==> src/rtl/pipelined_addsub_pkg.sv <==
// Shared definitions for the pipelined adder/subtractor.
//   mode_e          : operation select carried on the `sub` port (ADD / SUB)
//   DEFAULT_WIDTH   : default operand/result width
//   DEFAULT_STAGES  : default number of pipeline stages (carry chunks)
//   full_adder()    : one-bit full adder cell used to build the ripple chains
package pipelined_addsub_pkg;

    typedef enum logic {
        MODE_ADD = 1'b0,
        MODE_SUB = 1'b1
    } mode_e;

    localparam int DEFAULT_WIDTH  = 32;
    localparam int DEFAULT_STAGES = 4;

    // Returns {carry_out, sum}.
    function automatic logic [1:0] full_adder(input logic x, input logic y, input logic cin);
        return {(x & y) | (cin & (x ^ y)), x ^ y ^ cin};
    endfunction

endpackage

==> src/rtl/addsub_chunk.sv <==
// Combinational CHUNK-bit ripple-carry adder, one instance per pipeline stage.
//   a, b   : chunk operands (b is already inverted for subtraction)
//   cin    : carry into bit 0 of the chunk
//   sum    : chunk sum
//   cout   : carry out of the top bit
//   c_msb  : carry into the top bit (used for signed overflow on the last chunk)
module addsub_chunk
    import pipelined_addsub_pkg::*;
#(
    parameter int CHUNK = 8
) (
    input  logic [CHUNK-1:0] a,
    input  logic [CHUNK-1:0] b,
    input  logic             cin,
    output logic [CHUNK-1:0] sum,
    output logic             cout,
    output logic             c_msb
);

    logic carry;

    // The chain is walked inside one process so the carry is a plain
    // sequential variable rather than a self-referencing vector.
    always_comb begin
        carry = cin;
        sum   = '0;
        c_msb = cin;
        for (int i = 0; i < CHUNK; i++) begin
            if (i == CHUNK - 1) begin
                c_msb = carry;
            end
            {carry, sum[i]} = full_adder(a[i], b[i], carry);
        end
        cout = carry;
    end

endmodule

==> src/rtl/pipelined_addsub.sv <==
// Pipelined ripple-carry adder/subtractor. The carry chain is split into
// STAGES chunks of CHUNK bits; stage k resolves chunk k and passes its carry,
// the not-yet-used operand bits and the finished result bits to stage k+1.
//   clk, reset          : single clock, synchronous active-high reset
//   in_valid/in_ready   : operand beat handshake (a, b, sub, c_in)
//   out_valid/out_ready : result beat handshake (res, c_out, overflow, zero)
//   sub                 : 0 -> a+b+c_in, 1 -> a-b (c_in ignored)
//   c_out               : carry out of the MSB (subtract: 1 = no borrow)
//   overflow            : two's-complement overflow
//   zero                : res == 0
module pipelined_addsub
    import pipelined_addsub_pkg::*;
#(
    parameter int WIDTH  = DEFAULT_WIDTH,
    parameter int STAGES = DEFAULT_STAGES
) (
    input  logic             clk,
    input  logic             reset,
    input  logic             in_valid,
    output logic             in_ready,
    input  logic [WIDTH-1:0] a,
    input  logic [WIDTH-1:0] b,
    input  logic             sub,
    input  logic             c_in,
    output logic             out_valid,
    input  logic             out_ready,
    output logic [WIDTH-1:0] res,
    output logic             c_out,
    output logic             overflow,
    output logic             zero
);

    localparam int CHUNK = WIDTH / STAGES;

    // Stage registers: valid chain, skewed operands, partial result, carry.
    logic             v_r  [STAGES];
    logic [WIDTH-1:0] a_r  [STAGES];
    logic [WIDTH-1:0] b_r  [STAGES];
    logic [WIDTH-1:0] s_r  [STAGES];
    logic             c_r  [STAGES];
    logic             c_msb_r;
    logic             zero_r;

    // Inputs presented to each stage's adder.
    logic             st_v [STAGES];
    logic [WIDTH-1:0] st_a [STAGES];
    logic [WIDTH-1:0] st_b [STAGES];
    logic [WIDTH-1:0] st_s [STAGES];
    logic             st_c [STAGES];

    logic [CHUNK-1:0] ch_sum  [STAGES];
    logic             ch_cout [STAGES];
    logic             ch_msb  [STAGES];
    logic [WIDTH-1:0] s_next  [STAGES];

    logic advance;
    logic unused_fold;

    // Handshake: a beat moves on a rising edge when valid && ready on that
    // side. The whole pipeline advances together whenever the output slot is
    // empty or being drained (advance); otherwise every stage holds, so the
    // input side is ready exactly when the pipeline advances.
    assign advance   = !out_valid || out_ready;
    assign in_ready  = advance;
    assign out_valid = v_r[STAGES-1];

    // Stage 0 takes the decoded beat; later stages take the previous registers.
    always_comb begin
        st_v[0] = in_valid;
        st_a[0] = a;
        st_b[0] = (sub == MODE_SUB) ? ~b : b;
        st_c[0] = (sub == MODE_SUB) ? 1'b1 : c_in;
        st_s[0] = '0;
        for (int k = 1; k < STAGES; k++) begin
            st_v[k] = v_r[k-1];
            st_a[k] = a_r[k-1];
            st_b[k] = b_r[k-1];
            st_c[k] = c_r[k-1];
            st_s[k] = s_r[k-1];
        end
    end

    for (genvar k = 0; k < STAGES; k++) begin : g_stage
        addsub_chunk #(.CHUNK(CHUNK)) u_chunk (
            .a     (st_a[k][k*CHUNK +: CHUNK]),
            .b     (st_b[k][k*CHUNK +: CHUNK]),
            .cin   (st_c[k]),
            .sum   (ch_sum[k]),
            .cout  (ch_cout[k]),
            .c_msb (ch_msb[k])
        );
    end

    // Drop each stage's freshly computed chunk into the forwarded result.
    always_comb begin
        for (int k = 0; k < STAGES; k++) begin
            s_next[k] = st_s[k];
            s_next[k][k*CHUNK +: CHUNK] = ch_sum[k];
        end
    end

    // Data registers load only with a valid beat, so outputs stay put once
    // the pipeline drains instead of picking up idle-bus values.
    always_ff @(posedge clk) begin
        if (reset) begin
            for (int k = 0; k < STAGES; k++) begin
                v_r[k] <= 1'b0;
                a_r[k] <= '0;
                b_r[k] <= '0;
                s_r[k] <= '0;
                c_r[k] <= 1'b0;
            end
            c_msb_r <= 1'b0;
            zero_r  <= 1'b0;
        end else if (advance) begin
            for (int k = 0; k < STAGES; k++) begin
                v_r[k] <= st_v[k];
                if (st_v[k]) begin
                    a_r[k] <= st_a[k];
                    b_r[k] <= st_b[k];
                    s_r[k] <= s_next[k];
                    c_r[k] <= ch_cout[k];
                end
            end
            if (st_v[STAGES-1]) begin
                c_msb_r <= ch_msb[STAGES-1];
                zero_r  <= (s_next[STAGES-1] == '0);
            end
        end
    end

    assign res      = s_r[STAGES-1];
    assign c_out    = c_r[STAGES-1];
    assign overflow = c_msb_r ^ c_r[STAGES-1];
    assign zero     = zero_r;

    // Operand bits already consumed, last-stage operand copies and the
    // per-stage c_msb of inner chunks have no reader; fold them here.
    always_comb begin
        unused_fold = 1'b0;
        for (int k = 0; k < STAGES; k++) begin
            unused_fold = unused_fold ^ (^a_r[k]) ^ (^b_r[k]) ^ (^st_a[k]) ^ (^st_b[k])
                        ^ ch_msb[k] ^ ch_cout[k];
        end
    end

endmodule
==> config.mk <==
export PLATFORM = sky130hd
export DESIGN_NAME = pipelined_addsub
export DESIGN_NICKNAME = d
export VERILOG_FILES = /design/src/rtl/pipelined_addsub_pkg.sv /design/src/rtl/addsub_chunk.sv /design/src/rtl/pipelined_addsub.sv
export SDC_FILE = /design/constraint.sdc
export NUM_CORES = 1
export LEC_CHECK = 0
export CAP_MARGIN = 20
export CORE_MARGIN = 2
export CORE_UTILIZATION = 44
export CTS_CLUSTER_DIAMETER = 150
export DETAILED_ROUTE_END_ITERATION = 6
export GPL_ROUTABILITY_DRIVEN = 0
export GPL_TIMING_DRIVEN = 1
export PLACE_DENSITY_LB_ADDON = 0.05
export SYNTH_ARGS = -nofsm -noshare
export SYNTH_HDL_FRONTEND = slang
export SYNTH_SLANG_ARGS = --single-unit
==> constraint.sdc <==
create_clock -name clk -period 5.1 [get_ports clk]
set_input_delay 1.53 -clock clk [delete_from_list [all_inputs] [get_ports clk]]
set_output_delay 1.53 -clock clk [all_outputs]
set_load 0.005 [all_outputs]
---- After elaboration in Yosys (flattened, before gate mapping) ----
Memory sizes are Yosys's and may differ from the RTL's.
Index checks and enable logic that the tools add are counted.
storage, ports and cells
  flip-flop bits (word level) ............. 2
  bits in writable memories ............... 392
  input port bits ......................... 70
  output and inout bits ................... 37
  logic and storage cells ................. 236
  memories ................................ 5
operators by class
  multiplexer cells ....................... 43
  bitwise operators ....................... 182
  reductions and logical operators ........ 4
memory list
  name  words  bits a word  read ports  clocked after memory_dff  write ports  line                    text
  a_r   4      32           3           0                         4            pipelined_addsub.sv:37  logic [WIDTH-1:0] a_r [STAGES];
  b_r   4      32           3           0                         4            pipelined_addsub.sv:38  logic [WIDTH-1:0] b_r [STAGES];
  s_r   4      32           4           0                         4            pipelined_addsub.sv:39  logic [WIDTH-1:0] s_r [STAGES];
  c_r   4      1            4           0                         4            pipelined_addsub.sv:40  logic c_r [STAGES];
  v_r   4      1            4           0                         4            pipelined_addsub.sv:36  logic v_r [STAGES];
operators by type and width
  kind              count
  $mux 32           13
  $xor 1x1->1       65
  $and 1x1->1       64
  $or 1x1->1        52
  $logic_not 32->1  1
  $not 32->32       1
  $mux 1            30
  $reduce_and 2->1  1
  $logic_not 1->1   1
  $logic_or 1x1->1  1

---- Depth between registers and ports, before layout ----
Gate-level depths: netlist of run 1.
  word-level depth ........................ 20
  depth in mapped cells ................... 14
  depth with buffers taken out ............ 13

---- By module ----
Synthesis of run 1 repeated with hierarchy kept, for this count alone.
second synthesis, totals
  cell total of the unflattened synthesis .. 521
  area total of the unflattened synthesis .. 8,074.0 µm²
modules (own cells, without submodules)
  module            times used  cells each  area an instance (µm²)  seq. area each (µm²)
  pipelined_addsub  1           449         7,283.2                 5,565.3
  addsub_chunk      4           18          197.7                   0.0

---- Worst setup path before layout of run 1 ----
Ideal clock, no wire load.
  kind .................................... input-to-reg
  start ................................... in sub
  end ..................................... mem s_r[0][7] (netlist bit) (data pin)
  library setup time ...................... 0.255 ns
  arrival time ............................ 5.181 ns
  required time ........................... 4.845 ns
  path slack .............................. -0.336 ns
  stages .................................. 14
  path buffers ............................ 2
  cells stage by stage .................... buf_2 buf_2 xor2_1 fa_1 inv_1 fa_1 fa_1 fa_1 fa_1 fa_1 fa_1 inv_1 fa_1 and2_1
RTL lines
  what         line                    text
  from (decl)  pipelined_addsub.sv:23  input logic sub,
  to (decl)    pipelined_addsub.sv:39

==> results of run 1 <==
cell usage in the layout (no fill, tap or decap), drive strengths merged, types with 4 or more instances in the layout:
cell type | Yosys | layout
buf | 13 | 9
clkdlybuf4s50 | 0 | 104
clkinv | 0 | 4
edfxtp | 184 | 184
and2 | 145 | 145
fa | 32 | 32
nor4 | 7 | 7
clkbuf | 9 | 24
a21o | 4 | 4
nor2b | 6 | 6
inv | 32 | 32
xnor2 | 30 | 30
nor2 | 30 | 30
cell usage after synthesis:
cell       instances
inv_4              2
nand2b_1           1
nor2_1            30
nor4_1             7
edfxtp_1         184
or2_2              1
clkbuf_2           9
buf_4              1
a21o_1             4
a211oi_1           1
nor2b_4            1
inv_1             30
buf_6              3
dfxtp_1            2
xor2_1             3
nand3b_4           1
o2bb2ai_1          1
fa_1              32
buf_2              9
xnor2_1           30
nor3b_4            3
and2_1           136
and2_4             9
nor2b_1            5
a31o_2             1
nor4b_1            1
and4_1             2
flip-flops by register name, summed over array words and instances, names as in the netlist:
signal / cells
b_r: 48
zero: 1
c_msb_r: 1
v_r: 4
a_r: 48
s_r: 80
c_r: 4
per-stage QoR:
step,util,setup WS (ns),power (W)
after floorplan,-,0.007147,0.002012
after global placement,0.5200,-0.2930,0.002146
after detailed placement,0.5209,-0.3729,0.002155
after CTS,0.5535,0.07478,0.003442
after global routing,0.5549,0.07817,0.003550
final,0.5549,0.1642,0.003404
critical path, delay by kind of cell:
family	cells	cell delay (ns)
buf+inv	3	0.60
simple gates	2	0.26
fa+ha+maj	8	2.72
cells by family after synthesis:
kind of cell,count (synthesis),synth area share
buf+inv,54,0.03185
flops,186,0.6911
compound gates,7,0.006837
fa+ha+maj,32,0.07955
simple gates,197,0.1548
xor+xnor,33,0.03589
per-layer routing:
metal / wire [um] / part of all wire
met1: 5571 / 0.48
met2: 5471 / 0.47
met3: 443 / 0.038
met4: 203 / 0.017
met5: 0 / 0
worst paths after layout:
path                        startpoint                      end  depth (start not counted)
hold reg to reg   c_msb_r$_SDFFE_PP0P_     c_msb_r$_SDFFE_PP0P_                          2
hold / removal    c_msb_r$_SDFFE_PP0P_     c_msb_r$_SDFFE_PP0P_                          2
setup / recovery                  c_in  s_r[0][7]$_SDFFCE_PN0P_                         13
setup reg to reg  c_r[2]$_SDFFCE_PN0P_        zero$_SDFFE_PP0P_                         13
final cells by class:
cell class                      count  area share
Sequential cell                   186      0.5584
Clock inverter                      8     0.01243
Multi-Input combinational cell    269      0.2261
Timing Repair Buffer              114      0.1155
Inverter                           32     0.01255
Tap cell                          229     0.02875
Clock buffer                       24     0.04632
power groups by stage:
| stage | logic (W) | registers [W] | clock network [W] |
|---|---|---|---|
| after detailed placement | 0.000296 | 0.00186 | 0 |
| after global routing | 0.000331 | 0.00183 | 0.00138 |
| after global placement | 0.000291 | 0.00186 | 0 |
| after CTS | 0.000297 | 0.00183 | 0.00132 |
| after floorplan | 0.000161 | 0.00185 | 0 |
| final | 0.000289 | 0.00182 | 0.00129 |
what timing repair did:
action / 4_1_cts / 5_1_grt
endpoints found under the setup margin: 0 / 1
endpoints found under the hold margin: 0 / 0
hold buffers: 0 / 0
gates resized for setup: 0 / 2
==> results.tsv, run 1 <==
metric	value	unit
first_pass_iters	4	
die-area	19400	um2
stdcell_count	862	
synth.distinct_cells	27	
crit_path_start_kind	input port	
status	finished clean	
worst_path_most_repeated_cell	fa_2	
netlist_area	8053	um2
die_w	139.3	um
power_frac_comb	0.085	
crit_type	in2reg	
clock.fmax	202.6	MHz
hp-class	reg2reg	
ys_seq_area_frac	0.6911	
grt_pass1_wl	19.82	mm
intPower	0.002729	W
drt-wirelength-per-cell	13.56	um
register_area	5565	um2
area_growth	23.77	%
final_cell_area	9967	um2
grt_max_degree	58	
viasPerCell	4.400	
place_area	9356	um2
min_period	4.936	ns
cts_setup_buffers	0	
initial_core_util	0.4483	
htreeDepth	4	
grt-busiest-layer	met2	
grt_overflow	0	
critPathSlowestCell	clkdlybuf4s50_1	
clkSinkCount	186	
hold_slack	0.4832	ns
clockBufferDepth	2	
p_seq_frac	0.536	
finalWirelength	11.69	mm
gr-usage-met2	0.2028	
vias	3793	
met1_usage	0.1796	
power.density	341.5	nW/um2
finalNetCount	722	
yosysWarningCount	0	
crit_path_end_kind	flop	
drv_cap	0	
cts_buffers	17	
rows	49	
cp.arrival	5.11	ns
io_buffers	106	
syn_avg_cell_area	15.82	um2
crit_fanout	1	
clk_pin_slew_worst_paths	0.06	ns
worst-endpoint-required	5.27	ns
timing.setup.tns	0	ns
drc	0	
grtUsageTotal	0.1315	
synthTopCellsByArea	edfxtp_1 (69%), and2_1 (11%), fa_1 (8.0%)	
r2r_slack	0.42	ns
finClkSkew	0.006270	ns
synth.top_cell.area_share	0.6861	
hold_viol	0	
switching_share	0.1981	
grt_setup_unrepaired	false	
slew_viol_final	0	
period_share	0.9678	
grt_antenna_before_repair	0	
synth_nets	611	
yosys.area.top_type	edfxtp_1	
clockPowerShare	0.379	
leakagePower	3.781	nW
power.switching	0.0006742	W
die_h	139.3	um
diodes	0	
fillers	1467	
slew_headroom	0.4161	
place_inst	829	
coreArea	17960	um2
max-vdd-ir-drop	0.2454	mV
drtIter0Drc	100	
ant_nets	0	
clock-root-buffer	clkbuf_16	
setup_viol	0	
drive_above_1_share	0.09479	
path_cells	clkdlybuf4s50_1 -> or2_2 -> fa_2 -> inv_1 -> fa_1 -> fa_2 -> fa_2 -> fa_2 -> fa_2 -> fa_1 -> inv_1 -> fa_1 -> and2_1	
use_met3	0.03097	
multi_input_area	2253	um2
grt_pass1_vias	3886	
cts_tree	yes	
synthCells	509	
dp_hpwl	8.348	mm
synth_seq_cells	186	
ioPinCount	107	
tightest_slew	0.8749	ns
worst_skew_pair.late_latency	0.42	ns
slowest_delay	0.47	ns
Note: power is estimated with default switching activity, not from simulation.
==> inputs of run 2 (changes only) <==
- CTS_BUF_LIST: unset -> sky130_fd_sc_hd__clkbuf_4 sky130_fd_sc_hd__clkbuf_8 sky130_fd_sc_hd__clkbuf_16
- GPL_TIMING_DRIVEN: 1 -> 0
==> results.tsv, run 2 (synthesis gave the netlist of run 1 again) <==
metric	value	unit	change
viasPerCell	4.358		was 4.400
diodes	0		unchanged
setup_viol	0		unchanged
largest_register_ffs	80		unchanged
crit_fanout	1		unchanged
grt_max_degree	41		was 58
tightest_slew	0.7206	ns	was 0.8749 ns
grt_pass1_vias	3905		was 3,886
finalWirelength	11.98	mm	was 11.69 mm
die_w	139.3	um	unchanged
min_period	4.949	ns	was 4.936 ns
finClkSkew	0.005991	ns	was 0.006270 ns
ioPinCount	107		unchanged
ctsHoldBuffers	0		unchanged
dp_hpwl	9.152	mm	was 8.348 mm
drv_cap	0		unchanged
drt-wirelength-per-cell	13.66	um	was 13.56 um
drc	0		unchanged
postLayoutCoreUtil	0.5604		was 0.5549
clockBufferDepth	2		unchanged
finalNetCount	738		was 722
vias	3822		was 3,793
fin_ws	0.1514	ns	was 0.1642 ns
period_share	0.9703		was 0.9678
clk_pin_slew_worst_paths	0.06	ns	about the same
leakagePower	3.866	nW	was 3.781 nW
power	0.003382	W	was 0.003404 W
grt_overflow	0		unchanged
slowest_delay	0.46	ns	was 0.47 ns
worst-endpoint-required	5.27	ns	about the same
register_area	5565	um2	unchanged
hold_slack	0.4750	ns	was 0.4832 ns
worst_skew_pair.late_latency	0.42	ns	about the same
layout_common_cells	edfxtp_1 (184), and2_1 (136), clkdlybuf4s50_1 (103)		was edfxtp_1 (184), and2_1 (136), clkdlybuf4s50_1 (104)
max-vdd-ir-drop	0.2499	mV	was 0.2454 mV
htreeDepth	4		unchanged
grt_pass1_wl	19.90	mm	was 19.82 mm
initial_core_util	0.4483		unchanged
clkSinkCount	186		unchanged
crit_type	in2reg		unchanged
grt_setup_unrepaired	false		unchanged
path_cells	clkdlybuf4s50_1 -> or2_2 -> fa_1 -> inv_1 -> fa_1 -> fa_2 -> fa_2 -> fa_2 -> fa_2 -> fa_1 -> inv_1 -> fa_1 -> and2_1		was clkdlybuf4s50_1 -> or2_2 -> fa_2 -> inv_1 -> fa_1 -> fa_2 -> fa_2 -> fa_2 -> fa_2 -> fa_1 -> inv_1 -> fa_1 -> and2_1
hp-class	reg2reg		unchanged
clock.fmax	202.1	MHz	was 202.6 MHz
die_h	139.3	um	unchanged
path_delay_family	adder cells		unchanged
cp.arrival	5.12	ns	was 5.11 ns
largest_registers	s_r: 80 flops, a_r: 48 flops, b_r: 48 flops		unchanged
crit_path_start_kind	input port		unchanged
area_growth	25.02	%	was 23.77%
place_ws	-0.4538	ns	was -0.3729 ns
power.density	335.9	nW/um2	was 341.5 nW/um2
drive_above_1_share	0.1235		was 0.09479
io_buffers	104		was 106
status	finished clean		unchanged
layout_commonest_cell	edfxtp_1		unchanged
multi_input_area	2251	um2	was 2253 um2
top_register	s_r		unchanged
critPathSlowestCell	clkdlybuf4s50_1		unchanged
clock-root-buffer	clkbuf_16		unchanged
fillers	1433		was 1,467
slew_headroom	0.5196		was 0.4161
die-area	19400	um2	unchanged
cts_buffers	17		unchanged
grt_antenna_before_repair	0		unchanged
coreArea	17960	um2	unchanged
ant_nets	0		unchanged
cp.buffers_inverters	3		unchanged
crit_path_end_kind	flop		unchanged
grtUsageTotal	0.1343		was 0.1315
rows	49		unchanged
first_pass_iters	7		was 4
cts_tree	yes		unchanged
drtIter0Drc	141		was 100
slew_viol_final	0		unchanged
hold_viol	0		unchanged
[run 2: changes by cell type in the layout (fill, tap and decap cells not counted), moves of 3 or more]
cell      before  now
clkbuf_1       6    0
clkinv_2       1    5
buf_4          5    2
clkbuf_2       0    9
buf_2          1    7
buf_6          0    3
[run 2: path summary, 6_finish.rpt]
path	startpoint	endpoint	slack [ns]	cells past startpoint
min reg2reg	c_msb_r$_SDFFE_PP0P_	c_msb_r$_SDFFE_PP0P_	0.47	2
max	c_in	s_r[0][7]$_SDFFCE_PN0P_	0.15	13
min	c_msb_r$_SDFFE_PP0P_	c_msb_r$_SDFFE_PP0P_	0.47	2
max reg2reg	c_r[2]$_SDFFCE_PN0P_	zero$_SDFFE_PP0P_	0.38	13
[run 2: final cells by class]
class | instances | area share
Buffer | 22 | 0.01429
Multi-Input combinational cell | 269 | 0.2236
Tap cell | 229 | 0.02846
Clock buffer | 18 | 0.04300
Timing Repair Buffer | 108 | 0.1127
Clock inverter | 13 | 0.01268
Sequential cell | 186 | 0.5528
Inverter | 32 | 0.01243
[run 2: routing by layer]
layer / global-route usage / up-vias / part of all wire
li1: - / 1975 / -
met1: 0.1735 / 1736 / 0.45
met2: 0.2178 / 92 / 0.48
met3: 0.03407 / 19 / 0.045
met4: 0.05635 / 0 / 0.020
met5: 0 / - / 0
[run 2: repair_timing]
action / in CTS / in global routing
gates resized for setup: 1 / 0
setup buffers: 0 / 0
endpoints found under the setup margin: 1 / 0
[run 2: power breakdown]
part,switching [W],total [W],internal [W]
Sequential,0.0000321,0.00182,0.00179
Clock,0.000526,0.00125,0.000720
Combinational,0.000144,0.000312,0.000168
[run 2: through the flow]
stage                     TNS [ns]  area (um2)  std cells
after floorplan                  0        8083        509
after global placement     -0.3643        9410        842
after detailed placement   -0.4907        9480        845
after CTS                        0       10040        876
after global routing             0       10070        877
final                            0       10070        877
[run 2: worst register-to-register path: cells and delay by family (launching register included)]
kind	cells	cell delay [ns]
fa+ha+maj	8	3.42
buf+inv	2	0.14
flops	1	0.39
simple gates	2	0.57
compound gates	1	0.15
==> inputs of run 3 (changes only) <==
- SYNTH_HIERARCHICAL: unset -> 1
==> results.tsv, run 3 <==
metric	value	unit	change
grt_setup_unrepaired	false		unchanged
largest_register_ffs	80		unchanged
syn_avg_cell_area	15.50	um2	was 15.82 um2
finClkSkew	0.008674	ns	was 0.005991 ns
grt_antenna_before_repair	0		unchanged
synthTopCellsByArea	edfxtp_1 (68%), and2_1 (12%), fa_1 (7.9%)		was edfxtp_1 (69%), and2_1 (11%), fa_1 (8.0%)
setup_viol	0		unchanged
clock.fmax	202.5	MHz	was 202.1 MHz
yosysWarningCount	6		was 0
vias	3868		was 3,822
cts_tree	yes		unchanged
status	finished clean		unchanged
clk_pin_slew_worst_paths	0.06	ns	about the same
crit_type	in2reg		unchanged
synthCells	521		was 509
worst_skew_pair.late_latency	0.42	ns	about the same
clockBufferDepth	2		unchanged
ys_seq_area_frac	0.6893		was 0.6911
coreArea	17960	um2	unchanged
yosysMostFrequentCell	edfxtp_1		unchanged
die-area	19450	um2	was 19,400 um2
crit_path_end_kind	flop		unchanged
ctsHoldBuffers	0		unchanged
grt_pass1_wl	20.24	mm	was 19.90 mm
yosys.area.top_type	edfxtp_1		unchanged
cp.arrival	5.11	ns	was 5.12 ns
top_register	s_r		unchanged
reg2reg_from	a_r[0][88]$_SDFFCE_PN0P_		was c_r[2]$_SDFFCE_PN0P_
cts_buffers	17		unchanged
io_buffers	104		unchanged
fillers	1440		was 1,433
cts_setup_buffers	0		unchanged
crit_path_start_kind	input port		unchanged
crit_fanout	1		unchanged
layout_commonest_cell	edfxtp_1		unchanged
max-vdd-ir-drop	0.2184	mV	was 0.2499 mV
synth.top_cells.by_count	edfxtp_1 (184), and2_1 (156), inv_1 (42)		was edfxtp_1 (184), and2_1 (136), fa_1 (32)
drtIter0Drc	188		was 141
r2r_slack	1.13	ns	was 0.38 ns
fin_ws	0.1627	ns	was 0.1514 ns
place_ws	-0.2760	ns	was -0.4538 ns
finalWirelength	11.87	mm	was 11.98 mm
rows	49		unchanged
synth_seq_cells	186		unchanged
slew_viol_final	0		unchanged
clkSinkCount	186		unchanged
diodes	0		unchanged
min_from	c_msb_r$_SDFFE_PP0N_		was c_msb_r$_SDFFE_PP0P_
synth_nets	623		was 611
power	0.003491	W	was 0.003382 W
grt_max_degree	34		was 41
grt_overflow	0		unchanged
grt_pass1_vias	4006		was 3,905
grtUsageTotal	0.1345		was 0.1343
synth.top_cell.area_share	0.6843		was 0.6861
leakagePower	3.927	nW	was 3.866 nW
area_growth	25.57	%	was 25.02%
clock-root-buffer	clkbuf_16		unchanged
stdcell_count	890		was 877
rr_endpoint	zero$_SDFFE_PP0N_		was zero$_SDFFE_PP0P_
reg2regPathDepth	15		was 13
dp_hpwl	9.129	mm	was 9.152 mm
ctsResizeCount	0		was 1
slew_headroom	0.4137		was 0.5196
die_w	139.5	um	was 139.3 um
min_to	c_msb_r$_SDFFE_PP0N_		was c_msb_r$_SDFFE_PP0P_
drc	0		unchanged
first_pass_iters	4		was 7
die_h	139.5	um	was 139.3 um
postLayoutCoreUtil	0.5644		was 0.5604
drt-wirelength-per-cell	13.34	um	was 13.66 um
drive_above_1_share	0.09531		was 0.1235
netlist_area	8074	um2	was 8053 um2
whs_path_depth	2		unchanged
hp-class	reg2reg		unchanged
htreeDepth	4		unchanged
layout_common_cells	edfxtp_1 (184), and2_1 (156), clkdlybuf4s50_1 (104), inv_1 (42), fa_1 (29)		was edfxtp_1 (184), and2_1 (136), clkdlybuf4s50_1 (103)
largest_registers	s_r: 80 flops, a_r: 48 flops, b_r: 48 flops		unchanged
hold_viol	0		unchanged
ioPinCount	107		unchanged
power.density	344.4	nW/um2	was 335.9 nW/um2
synth.distinct_cells	26		was 27
place_inst	858		was 845
drv_cap	0		unchanged
ant_nets	0		unchanged
initial_core_util	0.4495		was 0.4483
synth-edff-count	184		unchanged
worst-endpoint-required	5.27	ns	about the same
min_period	4.937	ns	was 4.949 ns
hold_slack	0.4629	ns	was 0.4750 ns
finalNetCount	750		was 738
period_share	0.9681		was 0.9703
synthFlopType	edfxtp_1		unchanged
ys_async_sr_fraction	0		unchanged
viasPerCell	4.346		was 4.358
tightest_slew	0.8795	ns	was 0.7206 ns
[run 3: cell types whose count changed after synthesis, moves of 5 or more]
cell,change
nor2b_1,-5
clkbuf_2,-7
inv_1,+12
xnor2_1,-6
nor2_1,-6
xor2_1,+6
and2_4,-9
clkbuf_1,+7
and2_1,+20
[run 3: area by class of cell]
class                   count  area (um2)  area share
clock inverters            11       170.2     0.01678
plain buffers              22       132.6     0.01308
clock buffers              21       455.4     0.04492
flip-flops and latches    186        5565      0.5489
multi-input cells         269        2225      0.2194
well taps                 229       286.5     0.02826
repair buffers            108        1136      0.1121
inverters                  44       167.7     0.01654
[run 3: power by group]
part / internal (W) / leakage [nW] / total [W] / switching, W
logic: 0.000160 / 1.64 / 0.000300 / 0.000140
registers: 0.00179 / 1.99 / 0.00183 / 0.0000338
clock network: 0.000842 / 0.298 / 0.00137 / 0.000524
total: 0.00279 / 3.93 / 0.00349 / 0.000697
[run 3: stage by stage]
step | setup TNS, ns | instance area [um2]
floorplan | -0.04670 | 8088
global placement | -0.3852 | 9415
detailed placement | -0.4930 | 9513
CTS | 0 | 10140
global route | 0 | 10140
finish | 0 | 10140
[run 3: metal layers]
metal	vias up	global-route usage	share of wire
met1	1759	0.1857	0.47
met3	15	0.04061	0.052
met4	0	0.05263	0.017
met2	101	0.2020	0.46
met5	-	0	0
li1	1993	-	-
[run 3: kinds of logic after synthesis]
kind of cell,synth area share
buf+inv,0.03642
xor+xnor,0.03580
flops,0.6893
simple gates,0.1523
fa+ha+maj,0.07934
compound gates,0.006819
[run 3: critical path, cell delays in order]
cell and delay, ns:
clkdlybuf4s50_1 0.38, or2_2 0.26, inv_1 0.07, fa_1 0.15, inv_1 0.05, fa_1 0.39
fa_2 0.36, fa_2 0.35, fa_2 0.35, fa_1 0.37, inv_1 0.08, fa_1 0.15
inv_1 0.05, fa_1 0.41, and2_1 0.15
[run 3: worst max-delay path by stage]
stage,start,to
floorplan,sub,s_r[0][7]$_SDFFCE_PN0P_
CTS,c_in,s_r[0][7]$_SDFFCE_PN0P_
global placement,c_in,s_r[0][7]$_SDFFCE_PN0P_
finish,c_in,s_r[0][7]$_SDFFCE_PN0P_
global route,c_in,s_r[0][7]$_SDFFCE_PN0P_
detailed placement,c_in,s_r[0][7]$_SDFFCE_PN0P_
